`src/rtl/me_seq_ctrl_pkg.sv`:
```
// rtl/me_seq_ctrl_pkg.sv - shared types and constants for the modexp sequencer
package me_pkg;

    localparam int W_DEF      = 256;
    localparam int E_BITS_DEF = 256;

    localparam logic [W_DEF-1:0] ONE = W_DEF'(1);

    typedef enum logic [2:0] {
        IDLE     = 3'd0,
        CHK      = 3'd1,
        MUL_REQ  = 3'd2,
        MUL_WAIT = 3'd3,
        SQR_REQ  = 3'd4,
        SQR_WAIT = 3'd5,
        DONE     = 3'd6
    } state_t;

endpackage

```
`src/rtl/me_seq_ctrl_if.sv`:
```
// rtl/me_seq_ctrl_if.sv - start/done handshake bus between sequencer and modular multiplier
interface me_seq_ctrl_if #(
    parameter int W = 256
);
    logic         mm_start;
    logic [W-1:0] mm_a;
    logic [W-1:0] mm_b;
    logic         mm_done;
    logic [W-1:0] mm_p;

    modport master (
        output mm_start,
        output mm_a,
        output mm_b,
        input  mm_done,
        input  mm_p
    );

    modport slave (
        input  mm_start,
        input  mm_a,
        input  mm_b,
        output mm_done,
        output mm_p
    );
endinterface

```
`src/rtl/me_seq_ctrl.sv`:
```
// rtl/me_seq_ctrl.sv - right-to-left modular exponentiation sequencer over a shared multiplier
module me_seq_ctrl
    import me_pkg::*;
#(
    parameter int W      = W_DEF,
    parameter int E_BITS = E_BITS_DEF
) (
    input  logic              clk,
    input  logic              reset,
    input  logic              start,
    input  logic [W-1:0]      m,
    input  logic [E_BITS-1:0] e,
    output logic              ready,
    output logic [W-1:0]      a,
    me_seq_ctrl_if.master     mm
);

    state_t              state_q,    state_d;
    logic                ready_q,    ready_d;
    logic [W-1:0]        a_q,        a_d;
    logic [W-1:0]        s_q,        s_d;
    logic [E_BITS-1:0]   ebuf_q,     ebuf_d;
    logic                mm_start_q, mm_start_d;
    logic [W-1:0]        mm_a_q,     mm_a_d;
    logic [W-1:0]        mm_b_q,     mm_b_d;

    // Operands and the start pulse are registered one cycle ahead of the *_REQ
    // state, so they are already valid in the cycle mm_start is high and stay
    // untouched until the matching mm_done is taken in the *_WAIT state.
    always_comb begin
        state_d    = state_q;
        ready_d    = ready_q;
        a_d        = a_q;
        s_d        = s_q;
        ebuf_d     = ebuf_q;
        mm_start_d = 1'b0;
        mm_a_d     = mm_a_q;
        mm_b_d     = mm_b_q;

        case (state_q)
            IDLE: begin
                if (start) begin
                    a_d     = W'(ONE);
                    s_d     = m;
                    ebuf_d  = e;
                    ready_d = 1'b0;
                    state_d = CHK;
                end
            end
            CHK: begin
                if (ebuf_q == '0) begin
                    state_d = DONE;
                end else if (ebuf_q[0]) begin
                    mm_start_d = 1'b1;
                    mm_a_d     = a_q;
                    mm_b_d     = s_q;
                    state_d    = MUL_REQ;
                end else begin
                    mm_start_d = 1'b1;
                    mm_a_d     = s_q;
                    mm_b_d     = s_q;
                    state_d    = SQR_REQ;
                end
            end
            MUL_REQ: begin
                state_d = MUL_WAIT;
            end
            MUL_WAIT: begin
                if (mm.mm_done) begin
                    a_d = mm.mm_p;
                    // Last set bit consumed: the square it would feed is never used.
                    if ((ebuf_q >> 1) == '0) begin
                        state_d = DONE;
                    end else begin
                        mm_start_d = 1'b1;
                        mm_a_d     = s_q;
                        mm_b_d     = s_q;
                        state_d    = SQR_REQ;
                    end
                end
            end
            SQR_REQ: begin
                state_d = SQR_WAIT;
            end
            SQR_WAIT: begin
                if (mm.mm_done) begin
                    s_d     = mm.mm_p;
                    ebuf_d  = ebuf_q >> 1;
                    state_d = CHK;
                end
            end
            DONE: begin
                ready_d = 1'b1;
                state_d = IDLE;
            end
            default: begin
                state_d = IDLE;
            end
        endcase
    end

    // State, datapath and handshake registers; reset drops straight back to idle.
    always_ff @(posedge clk or negedge reset) begin
        if (!reset) begin
            state_q    <= IDLE;
            ready_q    <= 1'b1;
            a_q        <= '0;
            s_q        <= '0;
            ebuf_q     <= '0;
            mm_start_q <= 1'b0;
            mm_a_q     <= '0;
            mm_b_q     <= '0;
        end else begin
            state_q    <= state_d;
            ready_q    <= ready_d;
            a_q        <= a_d;
            s_q        <= s_d;
            ebuf_q     <= ebuf_d;
            mm_start_q <= mm_start_d;
            mm_a_q     <= mm_a_d;
            mm_b_q     <= mm_b_d;
        end
    end

    assign ready       = ready_q;
    assign a           = a_q;
    assign mm.mm_start = mm_start_q;
    assign mm.mm_a     = mm_a_q;
    assign mm.mm_b     = mm_b_q;

endmodule

```
`src/flat_wrapper.sv`:
```
// flat-port wrapper written by rule: the top's interface ports become plain ports
module me_seq_ctrl_flat import me_pkg::*;
#(
    parameter int W      = W_DEF,
    parameter int E_BITS = E_BITS_DEF
)
  (clk, reset, start, m, e, ready, a, mm_mm_start, mm_mm_a, mm_mm_b, mm_mm_done, mm_mm_p);
  me_seq_ctrl_if #(.W(W)) mm_i ();
  input  logic clk;
  input  logic reset;
  input  logic start;
  input  logic [W-1:0] m;
  input  logic [E_BITS-1:0] e;
  output logic ready;
  output logic [W-1:0] a;
  output wire logic [$bits(mm_i.mm_start)-1:0] mm_mm_start;
  output wire logic [$bits(mm_i.mm_a)-1:0] mm_mm_a;
  output wire logic [$bits(mm_i.mm_b)-1:0] mm_mm_b;
  input wire logic [$bits(mm_i.mm_done)-1:0] mm_mm_done;
  input wire logic [$bits(mm_i.mm_p)-1:0] mm_mm_p;
  assign mm_mm_start = mm_i.mm_start;
  assign mm_mm_a = mm_i.mm_a;
  assign mm_mm_b = mm_i.mm_b;
  assign mm_i.mm_done = mm_mm_done;
  assign mm_i.mm_p = mm_mm_p;
  me_seq_ctrl #(.W(W), .E_BITS(E_BITS)) u_core (.clk(clk), .reset(reset), .start(start), .m(m), .e(e), .ready(ready), .a(a), .mm(mm_i));
endmodule
```
`config.mk`:
```
export PLATFORM = sky130hd
export DESIGN_NAME = me_seq_ctrl_flat
export DESIGN_NICKNAME = d
export VERILOG_FILES = /design/src/rtl/me_seq_ctrl_pkg.sv /design/src/rtl/me_seq_ctrl_if.sv /design/src/rtl/me_seq_ctrl.sv /design/src/flat_wrapper.sv
export SDC_FILE = /design/constraint.sdc
export NUM_CORES = 2
export LEC_CHECK = 0
export CAP_MARGIN = 10
export CORE_AREA = 2 2 595 597
export DETAILED_ROUTE_END_ITERATION = 10
export DIE_AREA = 0 0 597 599
export MAX_ROUTING_LAYER = met4
export PLACE_DENSITY = 0.39
export SLEW_MARGIN = 20
export SYNTH_ARGS = -nofsm -noshare
export SYNTH_HDL_FRONTEND = slang
export SYNTH_SLANG_ARGS = --single-unit
```
`constraint.sdc`:
```
create_clock -name clk -period 2.2 [get_ports clk]
set_clock_uncertainty 0.05 [all_clocks]
set_input_delay 0.55 -clock clk [delete_from_list [all_inputs] [get_ports clk]]
set_output_delay 0.55 -clock clk [all_outputs]
set_load 0.005 [all_outputs]
```
# Word-level counts from Yosys, hierarchy flattened

Index checks and enable logic that the tools add are counted.

Register bits after elaboration: 1285
Output and inout port bits: 770
Input port bits: 772
Logic and storage cells: 59

Multiplexer cells: 28
Eq/ne operators: 11
Reduce and logical (&&, ||, !) cells: 12

Operators by type and width:

| kind                 | number |
|---|---|
| $mux W256            | 10 |
| $pmux W256 S2        | 5 |
| $logic_not A256 Y1   | 2 |
| $pmux W3 S6          | 1 |
| $mux W3              | 5 |
| $ne A2 B2 Y1 const B | 5 |
| $eq A3 B3 Y1 const B | 3 |
| $reduce_and A3 Y1    | 3 |
| $reduce_bool A2 Y1   | 4 |
| $eq A3 B2 Y1 const B | 2 |
| $mux W1              | 4 |
| $pmux W1 S2          | 2 |
| $reduce_and A4 Y1    | 1 |
| $eq A3 B1 Y1 const B | 1 |
| $logic_not A3 Y1     | 1 |
| $mux W2              | 1 |
| $reduce_and A2 Y1    | 1 |

# Depth between registers and ports, before layout

Depth in word-level cells: 4
Mapped depth: 10
Gate-level depth less buffers: 7

# Least setup slack after synthesis

OpenSTA, ideal clock, no wires.

Path type: flip-flop to flip-flop
Start: register u_core.ebuf_q[23]
End: register u_core.mm_a_q[100] (netlist: u_core.mm.mm_a[100])
Data arrival time: 2.126 ns
Data required time: 2.025 ns
Stages on the path, launching flop included: 11
Setup time: 0.125 ns
Buffers on the path: 3
Clock period less this slack: 2.301 ns
Path slack: -0.101 ns
Path through: dfrtp_1 nor4_1 nand4_1 nor4_1 nand3_1 a211oi_1 nor3_1 buf_6 buf_6 buf_6 mux2_4

Cells in the longest elaborated chain, start to end: 3
Elaborated cells on any way between the ends: 5
Classes of those cells: eq/ne (2); reduce/logical (3)

RTL lines:

| element                                      | RTL line                             | source |
|---|---|---|
| from (decl)                                  | me_seq_ctrl.sv:22                    | `logic [E_BITS-1:0] ebuf_q, ebuf_d;` |
| from (signal assigned)                       | me_seq_ctrl.sv:118                   | `ebuf_q <= ebuf_d;` |
| $logic_not A256 Y1, on equally long branches | me_seq_ctrl.sv:72, me_seq_ctrl.sv:51 |  |
| $ne A2 B2 Y1 (no line)                       | -                                    |  |
| $reduce_and A4 Y1 (no line) (*)              | -                                    |  |
| to (signal assigned)                         | me_seq_ctrl.sv:120                   | `mm_a_q <= mm_a_d;` |
| to (decl)                                    | me_seq_ctrl.sv:24                    | `logic [W-1:0] mm_a_q, mm_a_d;` |

Mark *: on every way between the ends. The rest lies on a longest branch, timed or not.
A chain may end at the register's enable or synchronous reset.

# Worst setup path after layout

Start: register u_core.ebuf_q[75]
End: register u_core.mm_b_q[207] (netlist: u_core.mm.mm_b[207])

Cells in the longest elaborated chain, start to end: 3
Elaborated cells on any way between the ends: 5
Classes of those cells: eq/ne (2); reduce/logical (3)

RTL lines:

| element                                      | RTL line                             | source |
|---|---|---|
| $logic_not A256 Y1, on equally long branches | me_seq_ctrl.sv:72, me_seq_ctrl.sv:51 |  |
| $ne A2 B2 Y1 (no line)                       | -                                    |  |
| $reduce_and A4 Y1 (no line) (*)              | -                                    |  |
| to (signal assigned)                         | me_seq_ctrl.sv:121                   | `mm_b_q <= mm_b_d;` |
| to (decl)                                    | me_seq_ctrl.sv:25                    | `logic [W-1:0] mm_b_q, mm_b_d;` |

Marks and branches as above.

==> impl_metrics.env <==
export IMPL_crit_type="reg2reg"
export IMPL_peakVddDrop_mv=0.7855
export IMPL_status="complete, but fails checks"
export IMPL_syn_cell_area_um2=56280
export IMPL_syn_area_per_cell_um2=11.62
export IMPL_synth_cells=4845
export IMPL_grt_pass1_wl_um=457000
export IMPL_worst_setup_path_start_kind="flop"
export IMPL_io_buffers=1541
export IMPL_synth_top_area_cell="dfrtp_1"
export IMPL_synth_area_top_cells="dfrtp_1 57%, mux2_4 13%, nand2_1 6.8%"
export IMPL_vias_per_cell=4.114
export IMPL_hold_ws_ps=182.9
export IMPL_worst_slack_ps=-1082
export IMPL_report_final_setup_viol=1399
export IMPL_yosysWarnings=0
export IMPL_clock_latency_ps=870
export IMPL_period_needed_ps=3282
export IMPL_wire_per_inst_um=29.89
export IMPL_fillerInstances=37360
export IMPL_drive_gt1_share_pct=24.37
export IMPL_timing_final_crit_share_pct=149.2
export IMPL_grt_max_degree=83
export IMPL_dieArea_um2=357600
export IMPL_area_growth_pct=55.04
export IMPL_stdcell_count=11600
export IMPL_ios=1542
export IMPL_drt_total_wl_um=346600
export IMPL_first_global_vias=48840
export IMPL_power_mw=145.4
export IMPL_die_h_um=599
export IMPL_yosysUniqueCellTypes=29
export IMPL_end_kind="flop"
export IMPL_cts_root_buf="clkbuf_16"
export IMPL_rsz0062_at_grt="true"
export IMPL_rrSetupSlack_ps=-1080
export IMPL_utilization_pct=24.84
export IMPL_maxCapViolCount=0
export IMPL_cellLeakagePower_nw=36.81
export IMPL_arrival_ps=3930
export IMPL_dp_cells=11210
export IMPL_ys_seq_elements=1285
export IMPL_final_antenna_net_count=0
export IMPL_clock_sinks=1285
export IMPL_stdcell_area_um2=87250
export IMPL_finalHoldViolations=0
export IMPL_setup_tns_ps=-673580
export IMPL_h_tree_depth=4
export IMPL_placed_area_um2=81220
export IMPL_max_slew_margin_pct=57.54
export IMPL_worstPathRequired_ps=2850
export IMPL_grt_ovfl_total=0
export IMPL_start_util_pct=16.02
export IMPL_dr_total_vias=47700
export IMPL_grt_util_all_layers_pct=19.24
export IMPL_fmax_mhz=304.7
export IMPL_drt_first_pass_iters=6
export IMPL_cts_tree="yes"
export IMPL_die_w_um=597
export IMPL_ys_seq_area_share_pct=57.14
export IMPL_drc_errors=0
export IMPL_power_density_nw_per_um2=1667
export IMPL_tightest_slew_ps=636.9
export IMPL_gp_congestion=0.9195
export IMPL_violations="negative setup slack"
export IMPL_num_rows=218
export IMPL_min_path_type="in2reg"
export IMPL_maxSlewViolCount=0
export IMPL_crit_fanout=22
export IMPL_synth_nets=5617
export IMPL_final_cell_mix="1,488 x clkdlybuf4s50_1, 1,284 x dfrtp_1, 1,025 x nand2_1, 520 x buf_4, 517 x nor2_1"
export IMPL_final_nets=7546
export IMPL_hpwl_um=284300
export IMPL_cts_made_buffers=169
export IMPL_pre_cts_ws_ps=-1876
export IMPL_synth_top_area_share_pct=57.10
export IMPL_cts_buffer_depth=4
export IMPL_layout_commonest_cell="clkdlybuf4s50_1"
export IMPL_clk_pin_slew_worst_paths_ps=60
export IMPL_core_area_um2=351300
export IMPL_antenna_found_initial=154
export IMPL_drt_iter0_markers=3592
-- critical path: stages (launching register included) --
cell	delay, ps
dfrtp_1	420
nor4_4	430
buf_4	180
nand4_1	170
nor4_4	320
buf_4	180
nand3_4	80
a211oi_2	200
buf_4	160
nor3_4	60
buf_12	180
buf_6	270
mux2_4	300
-- cell usage after synthesis --
cell	count
a31o_2	1
inv_1	4
clkbuf_1	279
and3_1	1
clkinv_1	1
nand2b_1	2
mux2_2	299
buf_1	29
o31a_1	1
nand2_1	1025
buf_2	9
nor2_1	518
a31oi_1	511
a22o_1	255
a21oi_1	4
buf_6	53
o21ai_0	2
nand4_1	16
a21o_1	1
nor3_1	5
dfrtp_1	1284
o32ai_1	1
nor2b_1	1
nor4_1	65
nand3b_1	1
dfstp_2	1
nand3_1	4
a211oi_1	3
mux2_4	469
-- final cells by class --
class,count,area [um2],share of cell area [%]
flip-flops and latches,1285,32160,36.86
multi-input cells,3185,22430,25.70
repair buffers,2128,21190,24.29
well taps,4620,5781,6.625
clock buffers,243,4887,5.601
clock inverters,52,596.8,0.6840
diodes,78,195.2,0.2237
inverters,5,18.77,0.02151
-- state kept, by name (all words and copies together), names as in the netlist --
| register | count |
|---|---|
| u_core.a | 256 |
| u_core.ebuf_q | 256 |
| u_core.mm.mm_a | 256 |
| u_core.mm.mm_b | 256 |
| u_core.s_q | 256 |
| u_core.state_q | 3 |
| u_core.mm.mm_start | 1 |
| u_core.ready | 1 |
-- routing by layer --
layer	vias to the layer above	wire length [um]	part of all wire [%]	GRT usage, %
li1	21010	-	-	-
met2	1949	162200	47	30.55
met1	24280	142300	41	23.06
met5	-	0	0	-
met4	0	11250	3.2	5.632
met3	465	30830	8.9	6.421
-- worst paths after layout --
kind	from	end	cells after the start
worst max-delay path	u_core.ebuf_q[75]	u_core.mm.mm_b[207]	12
min in group asynchronous	reset	u_core.a[109]	2
worst max register to register	u_core.ebuf_q[75]	u_core.mm.mm_b[207]	12
max in group asynchronous	reset	u_core.mm.mm_a[23]	4
worst min register to register	u_core.s_q[123]	u_core.mm.mm_b[123]	1
worst min-delay path	m[146]	u_core.s_q[146]	3
-- cell families after synthesis --
kind of cell	count (synthesis)	share of synthesized area, %
multiplexers	768	18.50
flip-flops	1285	57.14
AO/OA/AOI/OAI	779	9.803
buffers and inverters	375	3.228
AND/OR/NAND/NOR	1638	11.33
-- what timing repair did --
action / 4_1_cts / 5_1_grt
gates cloned: 3 / 2
buffers inserted: 4 / 0
setup endpoints to repair: 1515 / 1726
endpoints found under the hold margin: 324 / 0
hold buffers: 1 / 0
resized for setup: 20 / 14
pin swaps: 1 / 1
-- report_power, final --
group | internal, mW | total, mW | switching [mW] | leakage [nW]
registers | 35.5 | 46.2 | 10.7 | 15.2
logic | 39.1 | 71.3 | 32.1 | 19.0
clock network | 16.2 | 28.0 | 11.7 | 2.70
total | 90.9 | 145 | 54.5 | 36.8
Power figures use the tool's default switching activity.
